<file path="config.mk">
export PLATFORM = sky130hd
export DESIGN_NAME = pc_unit_flat
export DESIGN_NICKNAME = d
export VERILOG_FILES = /design/src/rtl/pc_unit_if.sv /design/src/rtl/pc_unit.sv /design/src/flat_wrapper.sv
export SDC_FILE = /design/constraint.sdc
export NUM_CORES = 1
export LEC_CHECK = 0
export ABC_CLOCK_PERIOD_IN_PS = 4500
export CORE_ASPECT_RATIO = 2
export CORE_MARGIN = 1.5
export CORE_UTILIZATION = 30
export CTS_CLUSTER_DIAMETER = 30
export CTS_CLUSTER_SIZE = 12
export DETAILED_ROUTE_END_ITERATION = 12
export GPL_ROUTABILITY_DRIVEN = 0
export MAX_ROUTING_LAYER = met4
export PLACE_DENSITY = 0.59
export SETUP_SLACK_MARGIN = 0.15
export SKIP_LAST_GASP = 1
export SLEW_MARGIN = 30
export SYNTH_ARGS = -nofsm -noshare
export SYNTH_HDL_FRONTEND = slang
export SYNTH_SLANG_ARGS = --single-unit
export TNS_END_PERCENT = 100
</file>
<file path="constraint.sdc">
create_clock -name clk -period 4.5 [get_ports clk]
set_input_delay 0.9 -clock clk [delete_from_list [all_inputs] [get_ports clk]]
set_output_delay 0.9 -clock clk [all_outputs]
set_load 0.05 [all_outputs]
</file>
<file path="src/rtl/pc_unit_if.sv">
// ---------------------------------------------------------------------------
// pc_unit_if -- bus between the control/datapath and the PC unit.
//
// Signals (directions as seen by the pc_unit, i.e. the slave modport):
//   stall         in   1  hold PC and all internal state
//   NPCOp         in   4  next-PC operation from the control unit
//   imm16         in  16  instruction[15:0], branch offset in words
//   imm26         in  26  instruction[25:0], jump index
//   rs_data       in  32  GPR[rs] read value
//   rt_data       in  32  GPR[rt] read value
//   PC            out 32  current fetch address (registered)
//   link_addr     out 32  return address for JAL/JALR (combinational)
//   taken         out  1  current NPCOp redirects fetch (combinational)
//   in_delay_slot out  1  current PC is a branch delay slot (registered)
//
// The master modport is the driving side (control unit or testbench).
// ---------------------------------------------------------------------------
interface pc_unit_if;
    logic        stall;
    logic [3:0]  NPCOp;
    logic [15:0] imm16;
    logic [25:0] imm26;
    logic [31:0] rs_data;
    logic [31:0] rt_data;
    logic [31:0] PC;
    logic [31:0] link_addr;
    logic        taken;
    logic        in_delay_slot;

    modport master (
        output stall, NPCOp, imm16, imm26, rs_data, rt_data,
        input  PC, link_addr, taken, in_delay_slot
    );

    modport slave (
        input  stall, NPCOp, imm16, imm26, rs_data, rt_data,
        output PC, link_addr, taken, in_delay_slot
    );
endinterface

</file>
<file path="src/rtl/pc_unit.sv">
// ---------------------------------------------------------------------------
// pc_unit -- MIPS-style program counter and next-PC selection.
//
// Ports:
//   clk  in  1  single clock, all state updates on the rising edge
//   rst  in  1  synchronous active-high reset, overrides stall
//   bus  pc_unit_if.slave  (stall, NPCOp, imm16, imm26, rs_data, rt_data in;
//                           PC, link_addr, taken, in_delay_slot out)
//
// Parameter:
//   RESET_PC  PC value loaded on reset (default 32'h0000_3000)
//
// Compile option:
//   BRANCH_DELAY_SLOT_EN  when defined, a redirect takes effect one
//   instruction late: the instruction after a taken branch/jump (the delay
//   slot) is always fetched, and its own NPCOp is ignored. Implemented as a
//   two-state IDLE/PENDING FSM holding the captured target in tgt_q. When
//   undefined, a taken redirect loads the target on the very next edge.
// ---------------------------------------------------------------------------
module pc_unit #(
    parameter logic [31:0] RESET_PC = 32'h0000_3000
) (
    input logic       clk,
    input logic       rst,
    pc_unit_if.slave  bus
);

    typedef enum logic [3:0] {
        OP_PLUS4       = 4'd0,
        OP_BRANCH_BEQ  = 4'd1,
        OP_BRANCH_BNE  = 4'd2,
        OP_BRANCH_BLEZ = 4'd3,
        OP_BRANCH_BGTZ = 4'd4,
        OP_BRANCH_BLTZ = 4'd5,
        OP_BRANCH_BGEZ = 4'd6,
        OP_JUMP        = 4'd7,
        OP_JUMPR       = 4'd8
    } npc_op_e;

    logic [31:0] pc_q;
    logic [31:0] pc4;
    logic [31:0] br_target;
    logic [31:0] j_target;
    logic [31:0] jr_target;
    logic [31:0] target;
    logic        rs_neg;
    logic        rs_zero;
    logic        redirect;

    // ------------------------------------------------------------------
    // Target arithmetic and branch conditions (shared by both builds)
    // ------------------------------------------------------------------
    assign pc4       = pc_q + 32'd4;
    assign br_target = pc4 + {{14{bus.imm16[15]}}, bus.imm16, 2'b00};
    assign j_target  = {pc4[31:28], bus.imm26, 2'b00};
    assign jr_target = {bus.rs_data[31:2], 2'b00};

    // Signed compare against zero reduces to the sign bit and a zero test.
    assign rs_neg  = bus.rs_data[31];
    assign rs_zero = (bus.rs_data == 32'd0);

    // redirect: would the current NPCOp change the fetch stream, ignoring
    // delay-slot state. Unlisted codes (9-15) fall to the default as PLUS4.
    always_comb begin
        // NOTE: every signal written in always_comb gets a default first,
        // otherwise an incomplete case infers a latch.
        redirect = 1'b0;
        target   = br_target;
        case (npc_op_e'(bus.NPCOp))
            OP_BRANCH_BEQ:  redirect = (bus.rs_data == bus.rt_data);
            OP_BRANCH_BNE:  redirect = (bus.rs_data != bus.rt_data);
            OP_BRANCH_BLEZ: redirect = rs_neg | rs_zero;
            OP_BRANCH_BGTZ: redirect = ~rs_neg & ~rs_zero;
            OP_BRANCH_BLTZ: redirect = rs_neg;
            OP_BRANCH_BGEZ: redirect = ~rs_neg;
            OP_JUMP: begin
                redirect = 1'b1;
                target   = j_target;
            end
            OP_JUMPR: begin
                redirect = 1'b1;
                target   = jr_target;
            end
            default: ;
        endcase
    end

    assign bus.PC = pc_q;

`ifdef BRANCH_DELAY_SLOT_EN
    // ------------------------------------------------------------------
    // Delay-slot build: IDLE -> (taken) -> PENDING -> IDLE
    // ------------------------------------------------------------------
    typedef enum logic {IDLE = 1'b0, PENDING = 1'b1} state_e;

    state_e      state_q;
    state_e      state_d;
    logic [31:0] pc_d;
    logic [31:0] tgt_q;
    logic [31:0] tgt_d;

    // State register.
    always_ff @(posedge clk) begin
        // NOTE: sequential state uses non-blocking assignments so every
        // register samples the pre-edge values of the others.
        if (rst) begin
            state_q <= IDLE;
            pc_q    <= RESET_PC;
            // NOTE: tgt_q is reset too; it is only read in PENDING, but a
            // defined value keeps simulation free of X and costs nothing.
            tgt_q   <= '0;
        end else if (!bus.stall) begin
            state_q <= state_d;
            pc_q    <= pc_d;
            tgt_q   <= tgt_d;
        end
    end

    // Next-state logic. In PENDING the delay-slot instruction's NPCOp is
    // ignored: the PC goes to the captured target regardless.
    always_comb begin
        state_d = state_q;
        pc_d    = pc4;
        tgt_d   = tgt_q;
        case (state_q)
            IDLE: begin
                if (redirect) begin
                    tgt_d   = target;
                    state_d = PENDING;
                end
            end
            PENDING: begin
                pc_d    = tgt_q;
                state_d = IDLE;
            end
            default: state_d = IDLE;
        endcase
    end

    // Output logic. The delay slot itself never redirects, and the return
    // address skips over the delay slot.
    always_comb begin
        bus.taken         = redirect && (state_q == IDLE);
        bus.in_delay_slot = (state_q == PENDING);
        bus.link_addr     = pc_q + 32'd8;
    end
`else
    // ------------------------------------------------------------------
    // Default build: redirect on the next unstalled edge.
    // ------------------------------------------------------------------
    always_ff @(posedge clk) begin
        if (rst) begin
            pc_q <= RESET_PC;
        end else if (!bus.stall) begin
            pc_q <= redirect ? target : pc4;
        end
    end

    assign bus.taken         = redirect;
    assign bus.in_delay_slot = 1'b0;
    assign bus.link_addr     = pc4;
`endif

endmodule

</file>
<file path="src/flat_wrapper.sv">
// flat-port wrapper written by rule: the top's interface ports become plain ports
module pc_unit_flat 
#(
    parameter logic [31:0] RESET_PC = 32'h0000_3000
)
  (clk, rst, bus_stall, bus_NPCOp, bus_imm16, bus_imm26, bus_rs_data, bus_rt_data, bus_PC, bus_link_addr, bus_taken, bus_in_delay_slot);
  pc_unit_if bus_i ();
  input logic clk;
  input logic rst;
  input wire logic [$bits(bus_i.stall)-1:0] bus_stall;
  input wire logic [$bits(bus_i.NPCOp)-1:0] bus_NPCOp;
  input wire logic [$bits(bus_i.imm16)-1:0] bus_imm16;
  input wire logic [$bits(bus_i.imm26)-1:0] bus_imm26;
  input wire logic [$bits(bus_i.rs_data)-1:0] bus_rs_data;
  input wire logic [$bits(bus_i.rt_data)-1:0] bus_rt_data;
  output wire logic [$bits(bus_i.PC)-1:0] bus_PC;
  output wire logic [$bits(bus_i.link_addr)-1:0] bus_link_addr;
  output wire logic [$bits(bus_i.taken)-1:0] bus_taken;
  output wire logic [$bits(bus_i.in_delay_slot)-1:0] bus_in_delay_slot;
  assign bus_i.stall = bus_stall;
  assign bus_i.NPCOp = bus_NPCOp;
  assign bus_i.imm16 = bus_imm16;
  assign bus_i.imm26 = bus_imm26;
  assign bus_i.rs_data = bus_rs_data;
  assign bus_i.rt_data = bus_rt_data;
  assign bus_PC = bus_i.PC;
  assign bus_link_addr = bus_i.link_addr;
  assign bus_taken = bus_i.taken;
  assign bus_in_delay_slot = bus_i.in_delay_slot;
  pc_unit #(.RESET_PC(RESET_PC)) u_core (.clk(clk), .rst(rst), .bus(bus_i));
endmodule
</file>
### Yosys cells after proc, flatten, opt, wreduce, memory -nomap -nowiden

Cells that the tools add are included.

| cells by class | value |
|---|---|
| $add $sub $neg | 2 |
| equality and inequality tests | 10 |
| mux-type cells | 3 |
| bitwise operators | 4 |
| reduce and logical (&&, ||, !) cells | 2 |

Operator list:

| cell | count |
|---|---|
| $pmux W32 S2 | 1 |
| $add A32 B3 Y32 const B | 1 |
| $add A32 B32 Y32 | 1 |
| $eq A32 B32 Y1 | 1 |
| $logic_not A32 Y1 | 1 |
| $mux W32 | 1 |
| $ne A32 B32 Y1 | 1 |
| $eq A4 B3 Y1 const B | 4 |
| $eq A4 B2 Y1 const B | 2 |
| $pmux W1 S7 | 1 |
| $eq A4 B1 Y1 const B | 1 |
| $eq A4 B4 Y1 const B | 1 |
| $not A1 Y1 | 2 |
| $reduce_or A2 Y1 | 1 |
| $and A1 B1 Y1 | 1 |
| $or A1 B1 Y1 | 1 |

| storage, ports and cells | value |
|---|---|
| register bits after elaboration | 32 |
| output and inout port bits | 66 |
| logic and storage cells | 22 |

### Logic depth before layout (Yosys ltp)

Gate-level depths: netlist of the first run.

| depth | value |
|---|---|
| depth after elaboration | 5 |
| depth in mapped cells | 18 |
| gate-level depth less buffers | 16 |

### Worst setup path before layout of the first run

Ideal clock, no wire load.

| timing | value |
|---|---|
| path type | register -> register |
| start point | register u_core.pc_q[3] (netlist: u_core.bus.PC[3]) |
| end point | register u_core.pc_q[31] (netlist: u_core.bus.PC[31]) |
| arrival time | 4674 ps |
| path slack | -303 ps |
| stages on the path, launching flop included | 16 |
| buffers on the path | 1 |
| cell sequence | dfxtp_1 -> ha_1 -> nand2_1 -> or2_1 -> buf_2 -> or3_1 -> xnor2_1 -> ha_1 -> and2_1 -> a221o_1 -> a31oi_1 -> and2_1 -> a21bo_2 -> o21ai_0 -> a2111oi_2 -> a21oi_1 |

| between the ends | value |
|---|---|
| word-level cells in the longest chain between the ends | 4 |

Ends and longest elaborated chain:

| item | line | text |
|---|---|---|
| start: declaration | pc_unit.sv:40 | `logic [31:0] pc_q;` |
| start signal: assignment | pc_unit.sv:155 | `pc_q <= redirect ? target : pc4;` |
| $add A32 B3 Y32 | pc_unit.sv:53 | `assign pc4 = pc_q + 32'd4;` |
| named net bus_link_addr[16] | flat_wrapper.sv:17 | `output wire logic [$bits(bus_i.link_addr)-1:0] bus_link_addr;` |
| $add A32 B32 Y32 | pc_unit.sv:54 | `assign br_target = pc4 + {{14{bus.imm16[15]}}, bus.imm16, 2'b00};` |
| $pmux W32 S2 | pc_unit.sv:69 | `case (npc_op_e'(bus.NPCOp))` |
| $mux W32 | pc_unit.sv:155 |  |

The timed path passes the listed nets, and every way through them passes these cells.
A chain may end at the register's enable or synchronous reset.

### Final worst setup path of the first run

| timing | value |
|---|---|
| start point | register u_core.pc_q[2] (netlist: u_core.bus.PC[2]) |
| end point | output port bus_link_addr[30] |

| between the ends | value |
|---|---|
| word-level cells in the longest chain between the ends | 1 |

Ends and longest elaborated chain:

| item | line |
|---|---|
| $add A32 B3 Y32 | pc_unit.sv:53 |
| end: declaration | flat_wrapper.sv:17 |

No other way between the ends.

==> run_results.csv, run 1 <==
group,metric,value,unit
place,io_buffers,173,
grt,antenna_found_initial,0,
drt,vias_per_cell,5.93,
cts,cts_hold_buf,0,
worst_setup_path,crit_fanout,5,
layout,drive_gt1_share,12.0,%
power_and_ir_drop,vdd_drop_max,122,uV
cts,clockBufferDepth,2,
drt,postRouteWirelength,22800,um
synth,yosysMostFrequentCell,"nand2_1",
timing,finalSetupTns,0,ps
timing,relSlewSlack,48.8,%
timing,finClkSkew,5.48,ps
synth,synth-edff-count,0,
grt,globalRouteOverflowTotal,0,
timing,drv_slew,0,
worst_setup_path,critical_path.endpoint_type,"primary output",
floorplan,num_rows,65,
run,max_cap_violations,0,
synth,synth_top_cell_by_area,"dfxtp_1",
synth,synthArstFlopShare,0,%
drt,dr.pass1.iters,5,
floorplan,dieWidth,92.5,um
layout,fin_nets,966,
drt,wl_per_cell,22.5,um
drt,first_iter_violations,369,
cts,htreeDepth,2,
worst_setup_path,cp-startpoint,"u_core.bus.PC[2]$_SDFFE_PP0N_",
synth,yosysWarnings,0,
synth,ys_top_cells_by_count,"nand2_1 (45), nor2_1 (44), xor2_1 (41), o21ai_0 (39), a21oi_1 (38)",
synth,ys.flop_type,"dfxtp_1",
timing,hold_viol_final,0,
power_and_ir_drop,powerDensity,244,nW/um^2
timing,period_share,93.5,%
synth,synthesis.area,4800,sq um
floorplan,die-area,16800,sq um
status,status,"completed",
layout,syn_to_final_growth,49.7,%
layout,antenna_cells,0,
drt,detail-route-antenna-nets,0,
layout,final_core_util,45.8,%
floorplan,core_area,15700,sq um
grt,grt_pass1_vias,6152,
timing,worst_pin_slew,765,ps
timing,max_freq,238,MHz
timing,rsz0062_at_grt,"false",
grt,grt_pass1_wl,34400,um
cts,clk_pin_slew,50,ps
floorplan,boundaryPins,179,
synth,seq_area_frac_synth,12.5,%
min_path,hp-class,"reg2reg",
cts,cts_tree,"done",
grt,grtUsageTotal,27.4,%
cts,clockRootBuffer,"clkbuf_16",
power_and_ir_drop,power.leakage,2.81,nW
worst_setup_path,cp-start-kind,"register",
worst_setup_path,critPathArrivalTime,3310,ps
floorplan,chipHeight,182,um
worst_setup_path,r2r_start,"u_core.bus.PC[4]$_SDFFE_PP0N_",
synth,synth_area_leaders,"dfxtp_1 (13%), ha_1 (9.4%), xor2_1 (7.5%)",
synth,synth_cell_types,87,
synth,syn_area_per_cell,7.58,sq um
drt,dr_total_vias,6033,
cts,clock_latency,290,ps
place,post-dp-hpwl,18600,um
drt,drc,0,
cts,cts_sinks,30,
worst_setup_path,cp.required,3600,ps
grt,grt_max_degree,31,
floorplan,initial_core_util,30.6,%
min_path,min-delay-start,"u_core.bus.PC[3]$_SDFFE_PP0N_",
timing,setup_viol,0,
synth,ys_ff_latch,30,
synth,yosysTopAreaCellShare,12.5,%
cts,cts_buffers,5,
layout,largest_reg_flops,30,
synth,netlist_instances,634,
worst_setup_path,worstSetupPathType,"reg2out",
timing,post-route-min-period,4210,ps
==> cell type report <==
cell class	instances	area [sq um]
Clock buffer	5	125
Clock inverter	2	10.0
Fill cell	1539	8500
Inverter	20	75.1
Multi-Input combinational cell	550	4120
Sequential cell	30	603
Tap cell	201	251
Timing Repair Buffer	209	2010
==> critical path, stage by stage, from the launching register on <==
cell and delay [ps]:
dfxtp_2 360, ha_1 270, nand2_1 100, or2_1 310
nor3_4 280, and2_1 270, nand2_1 90, xnor2_1 430
clkdlybuf4s50_1 900
==> metrics by stage <==
step | area, sq um | total power [mW] | hold WS [ps] | worst slack (ps) | cells
4_1_cts | 7170 | 1.75 | 495 | 224 | 1017
3_5_place_dp | 7040 | 1.40 | 483 | 225 | 1010
2_1_floorplan | 4960 | 0.994 | 589 | 170 | 638
3_3_place_gp | 7040 | 1.40 | 470 | 236 | 1010
6_report | 7190 | 1.75 | 504 | 295 | 1017
5_1_grt | 7190 | 1.83 | 505 | 164 | 1017
==> layer usage <==
| layer | up-vias | wire length [um] | GRT usage (%) |
|---|---|---|---|
| met5 | - | 0 | - |
| met4 | 0 | 1670 | 18.0 |
| met3 | 98 | 1400 | 3.31 |
| met2 | 333 | 12000 | 49.5 |
| met1 | 2819 | 7740 | 27.0 |
| li1 | 2783 | - | - |
==> worst paths after layout <==
kind,slack (ps),to,cells past startpoint
max reg2reg,490,u_core.bus.PC[24]$_SDFFE_PP0N_,13
max,290,bus_link_addr[30],8
min reg2reg,500,u_core.bus.PC[3]$_SDFFE_PP0N_,2
min,500,u_core.bus.PC[3]$_SDFFE_PP0N_,2
==> repair_timing <==
| item | 4_1_cts | 5_1_grt |
|---|---|---|
| setup endpoints to repair | 0 | 1 |
| resized for setup | 0 | 3 |
| setup buffers | 0 | 0 |
==> cell usage in the layout, fill, tap and decap left out, drive strengths merged, types with 22 or more instances in the layout <==
cell / n
o21ai: 41
a22oi: 22
ha: 36
xnor2: 35
buf: 37
dfxtp: 30
nand2: 45
a21oi: 39
nor2: 45
clkdlybuf4s50: 172
xor2: 41
==> report_power, final <==
| part | internal [mW] | switching, mW |
|---|---|---|
| Clock | 0.200 | 0.137 |
| Combinational | 0.438 | 0.644 |
| Sequential | 0.292 | 0.0413 |
==> cell families after synthesis <==
logic type,count (synthesis),synth area share [%]
AO/OA/AOI/OAI,221,33.1
AND/OR/NAND/NOR,205,23.6
XOR/XNOR,76,14.0
buffers and inverters,58,5.65
adder cells (fa/ha/maj),37,9.79
flip-flops,30,12.5
multiplexers,6,1.25
other,1,0.0781
No activity file was read; power rests on OpenSTA's default activity.
==> run 2, diff against run 1 <==
--- a/config.mk
+++ b/config.mk
@@ -12,9 +12,11 @@
 export CTS_CLUSTER_DIAMETER = 30
 export CTS_CLUSTER_SIZE = 12
 export DETAILED_ROUTE_END_ITERATION = 12
+export DONT_BUFFER_PORTS = 1
 export GPL_ROUTABILITY_DRIVEN = 0
+export GPL_TIMING_DRIVEN = 1
 export MAX_ROUTING_LAYER = met4
-export PLACE_DENSITY = 0.59
+export PLACE_DENSITY = 0.45
 export SETUP_SLACK_MARGIN = 0.15
 export SKIP_LAST_GASP = 1
 export SLEW_MARGIN = 30
==> run_results.csv, run 2 (synthesis results as in run 1) <==
group,metric,value,unit
status,status,"completed",
layout,final_cell_area,5670,sq um
timing,worst_pin_slew,848,ps
timing,hold_viol_final,0,
drt,first_iter_violations,310,
layout,fillers,1664,
timing,finalSetupTns,0,ps
timing,max_freq,248,MHz
floorplan,die-area,16800,sq um
drt,postRouteWirelength,22500,um
grt,grt_pass1_vias,5545,
min_path,hp-class,"reg2reg",
cts,cts_buffers,5,
layout,final_cell_mix,"buf_4 (64), nand2_1 (45), nor2_1 (43)",
grt,grt_pass1_wl,33100,um
floorplan,num_rows,65,
place,place_area,5540,sq um
place,io_buffers,0,
cts,htreeDepth,2,
power_and_ir_drop,vdd_drop_max,140,uV
grt,grtUsageTotal,27.0,%
cts,cts_sinks,30,
min_path,hold_depth,2,
drt,dr_total_vias,5422,
drt,dr.pass1.iters,7,
cts,clock_latency,290,ps
grt,antenna_found_initial,0,
floorplan,initial_core_util,30.6,%
timing,finClkSkew,6.77,ps
floorplan,core_area,15700,sq um
place,post-dp-hpwl,18100,um
power_and_ir_drop,powerDensity,276,nW/um^2
drt,vias_per_cell,6.21,
worst_setup_path,r2r_end,"u_core.bus.PC[15]$_SDFFE_PP0N_",
worst_setup_path,cp.required,4630,ps
worst_setup_path,critical_path.endpoint_type,"register",
worst_setup_path,critPathArrivalTime,4170,ps
timing,setup_viol,0,
worst_setup_path,worstSetupPathType,"reg2reg",
layout,syn_to_final_growth,18.0,%
layout,drive_gt1_share,18.5,%
layout,largest_reg_flops,30,
run,max_cap_violations,0,
layout,mostFrequentLayoutCell,"buf_4",
worst_setup_path,rr_worst_depth,13,
drt,wl_per_cell,25.7,um
power_and_ir_drop,power.leakage,2.32,nW
cts,clockBufferDepth,2,
drt,drc,0,
grt,grt_max_degree,34,
worst_setup_path,crit_fanout,7,
grt,globalRouteOverflowTotal,0,
worst_setup_path,cp-start-kind,"register",
worst_setup_path,reg2reg_slack,460,ps
worst_setup_path,r2r_start,"u_core.bus.PC[4]$_SDFFE_PP0N_",
timing,relSlewSlack,42.8,%
cts,clockRootBuffer,"clkbuf_16",
timing,rsz0062_at_grt,"false",
cts,cts_tree,"done",
min_path,hold_path_end,"u_core.bus.PC[3]$_SDFFE_PP0N_",
cts,post_cts_buffers,0,
floorplan,dieWidth,92.5,um
floorplan,boundaryPins,179,
cts,clk_pin_slew,60,ps
layout,fin_nets,821,
timing,post-route-min-period,4040,ps
min_path,min-delay-start,"u_core.bus.PC[3]$_SDFFE_PP0N_",
floorplan,chipHeight,182,um
cts,cts_hold_buf,0,
cts,cts_resized,0,
timing,period_share,89.8,%
timing,drv_slew,0,
drt,detail-route-antenna-nets,0,
==> run 2: cell types whose count changed in the layout (fill, tap and decap cells not counted), sizes merged <==
cell	previous run	this run
clkbuf	5	7
buf	37	64
clkdlybuf4s50	172	0
clkinv	3	1
diode	0	1
==> run 2: per-stage QoR <==
| stage | util [%] | total power, mW | setup WS (ps) | std cells | hold slack (ps) |
|---|---|---|---|---|---|
| 2_1_floorplan | - | 0.994 | 170 | 638 | 589 |
| 3_3_place_gp | 35.3 | 1.22 | 576 | 865 | 462 |
| 3_5_place_dp | 35.3 | 1.22 | 535 | 865 | 471 |
| 4_1_cts | 36.1 | 1.57 | 509 | 872 | 480 |
| 5_1_grt | 36.1 | 1.64 | 181 | 872 | 496 |
| 6_report | 36.1 | 1.57 | 461 | 873 | 481 |
==> run 2: critical path, stage by stage, from the launching register on <==
cell	delay, ps
dfxtp_1	330
buf_4	240
nand3_1	110
buf_4	190
xnor2_1	190
ha_1	370
o211ai_1	100
o21ai_0	580
o211a_1	300
o2111ai_1	240
and2_1	240
and3_1	160
o311ai_0	700
a21oi_1	130
==> run 2: worst max-delay path by stage <==
stage / from / endpoint / slack [ps] / depth (start not counted)
2_1_floorplan: u_core.bus.PC[5]$_SDFFE_PP0N_ / u_core.bus.PC[31]$_SDFFE_PP0N_ / 170 / 16
3_3_place_gp: bus_rs_data[17] / bus_taken / 580 / 7
3_5_place_dp: u_core.bus.PC[3]$_SDFFE_PP0N_ / u_core.bus.PC[31]$_SDFFE_PP0N_ / 540 / 14
4_1_cts: u_core.bus.PC[3]$_SDFFE_PP0N_ / u_core.bus.PC[26]$_SDFFE_PP0N_ / 510 / 14
5_1_grt: u_core.bus.PC[3]$_SDFFE_PP0N_ / u_core.bus.PC[26]$_SDFFE_PP0N_ / 180 / 14
6_report: u_core.bus.PC[4]$_SDFFE_PP0N_ / u_core.bus.PC[15]$_SDFFE_PP0N_ / 460 / 13
==> run 2: power by group <==
group	leakage, nW	switching, mW	total, mW	internal, mW
Clock	0.0640	0.138	0.341	0.203
Combinational	2.01	0.577	0.880	0.303
Sequential	0.248	0.0526	0.344	0.292
Total	2.32	0.767	1.57	0.798
==> run 2: routing by layer <==
metal / vias to the layer above / global-route usage, % / wire, um
met3: 51 / 2.97 / 1290
met1: 2646 / 27.8 / 7820
met2: 246 / 50.7 / 12500
met5: - / - / 0
met4: 0 / 10.9 / 898
li1: 2479 / - / -
==> run 2: area by class of cell <==
type / instances / area [sq um] / area share (%)
tap: 201 / 251 / 4.43
timing repair buffer: 64 / 480 / 8.47
antenna: 1 / 2.50 / 0.0441
multi-input combinational: 550 / 4130 / 72.8
sequential: 30 / 603 / 10.6
inverter: 20 / 75.1 / 1.32
clock buffer: 7 / 133 / 2.34
==> run 3, diff against run 2 <==
--- a/config.mk
+++ b/config.mk
@@ -6,7 +6,6 @@
 export NUM_CORES = 1
 export LEC_CHECK = 0
 export ABC_CLOCK_PERIOD_IN_PS = 4500
-export CORE_ASPECT_RATIO = 2
 export CORE_MARGIN = 1.5
 export CORE_UTILIZATION = 30
 export CTS_CLUSTER_DIAMETER = 30
==> run_results.csv, run 3 (synthesis results as in run 1) <==
group,metric,value,unit
worst_setup_path,r2r_end,"u_core.bus.PC[26]$_SDFFE_PP0N_",
layout,fin_cells,886,
cts,htreeDepth,2,
layout,final_cell_mix,"buf_4 (62), nand2_1 (45), nor2_1 (42)",
power_and_ir_drop,powerDensity,274,nW/um^2
floorplan,num_rows,46,
cts,cts_hold_buf,0,
timing,fin_hold_ws,664,ps
place,post-dp-hpwl,17000,um
run,max_cap_violations,0,
floorplan,boundaryPins,179,
floorplan,dieWidth,130,um
worst_setup_path,rr_worst_depth,14,
timing,max_freq,243,MHz
status,status,"completed",
min_path,hold_depth,3,
power_and_ir_drop,totalPowerFinal,1.56,mW
layout,final_core_util,36.1,%
power_and_ir_drop,vdd_drop_max,137,uV
timing,worst_pin_slew,724,ps
timing,finClkSkew,4.82,ps
floorplan,chipHeight,130,um
floorplan,initial_core_util,30.5,%
worst_setup_path,critical_path.endpoint_type,"primary output",
drt,detail-route-antenna-nets,0,
worst_setup_path,crit_fanout,20,
floorplan,die-area,16800,sq um
timing,setup_viol,0,
layout,fillers,1690,
layout,antenna_cells,0,
place,io_buffers,0,
cts,clock_latency,280,ps
power_and_ir_drop,power.leakage,2.33,nW
worst_setup_path,reg2reg_slack,430,ps
timing,post-route-min-period,4120,ps
layout,fin_nets,819,
cts,post_cts_buffers,0,
timing,rsz0062_at_grt,"false",
timing,hold_viol_final,0,
grt,grt_max_degree,32,
drt,drc,0,
drt,vias_per_cell,5.98,
place,dp.cells,878,
grt,grtUsageTotal,25.9,%
drt,postRouteWirelength,21400,um
cts,cts_buffers,5,
grt,grt_pass1_vias,5222,
cts,cts_sinks,30,
worst_setup_path,r2r_start,"u_core.bus.PC[2]$_SDFFE_PP0N_",
layout,drive_gt1_share,18.7,%
timing,relSlewSlack,51.3,%
layout,largest_reg_flops,30,
drt,first_iter_violations,464,
layout,syn_to_final_growth,18.5,%
timing,drv_slew,0,
worst_setup_path,endpoint,"bus_taken",
grt,grt_pass1_wl,31700,um
floorplan,core_area,15800,sq um
worst_setup_path,cp-startpoint,"bus_rs_data[31]",
cts,clk_pin_slew,60,ps
cts,cts_resized,0,
cts,clockBufferDepth,2,
grt,antenna_found_initial,0,
layout,mostFrequentLayoutCell,"buf_4",
drt,dr_total_vias,5296,
worst_setup_path,cp-start-kind,"primary input",
worst_setup_path,cp.required,3600,ps
timing,finalSetupTns,0,ps
cts,cts_tree,"done",
min_path,hp-class,"reg2reg",
grt,globalRouteOverflowTotal,0,
drt,wl_per_cell,24.1,um
timing,period_share,91.5,%
cts,clockRootBuffer,"clkbuf_16",
worst_setup_path,critPathArrivalTime,3220,ps
drt,dr.pass1.iters,5,
worst_setup_path,worstSetupPathType,"in2out",
[run 3: worst max-delay path: stages]
cell and delay, ps:
xor2_1 190, nor4_1 630, nand4_1 220, nor4b_1 420, or2_4 410, nor2_8 120
inv_2 300
[run 3: stage by stage]
stage,instance area [sq um],setup slack (ps)
6_report,5700,385
5_1_grt,5700,205
4_1_cts,5690,373
3_5_place_dp,5540,391
3_3_place_gp,5540,389
2_1_floorplan,4960,170
[run 3: how the worst min path moves through the flow]
stage / slack (ps) / from / end
final: 660 / u_core.bus.PC[12]$_SDFFE_PP1N_ / u_core.bus.PC[12]$_SDFFE_PP1N_
after detailed placement: 640 / u_core.bus.PC[12]$_SDFFE_PP1N_ / u_core.bus.PC[12]$_SDFFE_PP1N_
after global routing: 670 / rst / u_core.bus.PC[11]$_SDFFE_PP0N_
after CTS: 650 / u_core.bus.PC[12]$_SDFFE_PP1N_ / u_core.bus.PC[12]$_SDFFE_PP1N_
after floorplan: 590 / u_core.bus.PC[3]$_SDFFE_PP0N_ / u_core.bus.PC[3]$_SDFFE_PP0N_
after global placement: 600 / u_core.bus.PC[12]$_SDFFE_PP1N_ / u_core.bus.PC[12]$_SDFFE_PP1N_
[run 3: cell type report]
class	instances	area, sq um	area share, %
repair buffers	62	465	8.17
well taps	216	270	4.75
clock buffers	7	143	2.50
clock inverters	1	5.00	0.0879
multi-input cells	550	4130	72.6
inverters	20	75.1	1.32
flip-flops and latches	30	603	10.6
[run 3: metal layers]
layer	vias up	share of wire, %	routed length [um]	global-route usage, %
met2	250	47	10100	43.0
li1	2496	-	-	-
met1	2536	43	9250	33.2
met3	14	8.4	1790	5.33
met5	-	0	0	-
met4	0	1.0	220	3.40
[run 3: report_power, final]
group / switching (mW) / leakage [nW] / total [mW] / internal (mW)
Combinational: 0.561 / 2.00 / 0.862 / 0.301
Sequential: 0.0522 / 0.248 / 0.344 / 0.292
Clock: 0.133 / 0.0739 / 0.353 / 0.220
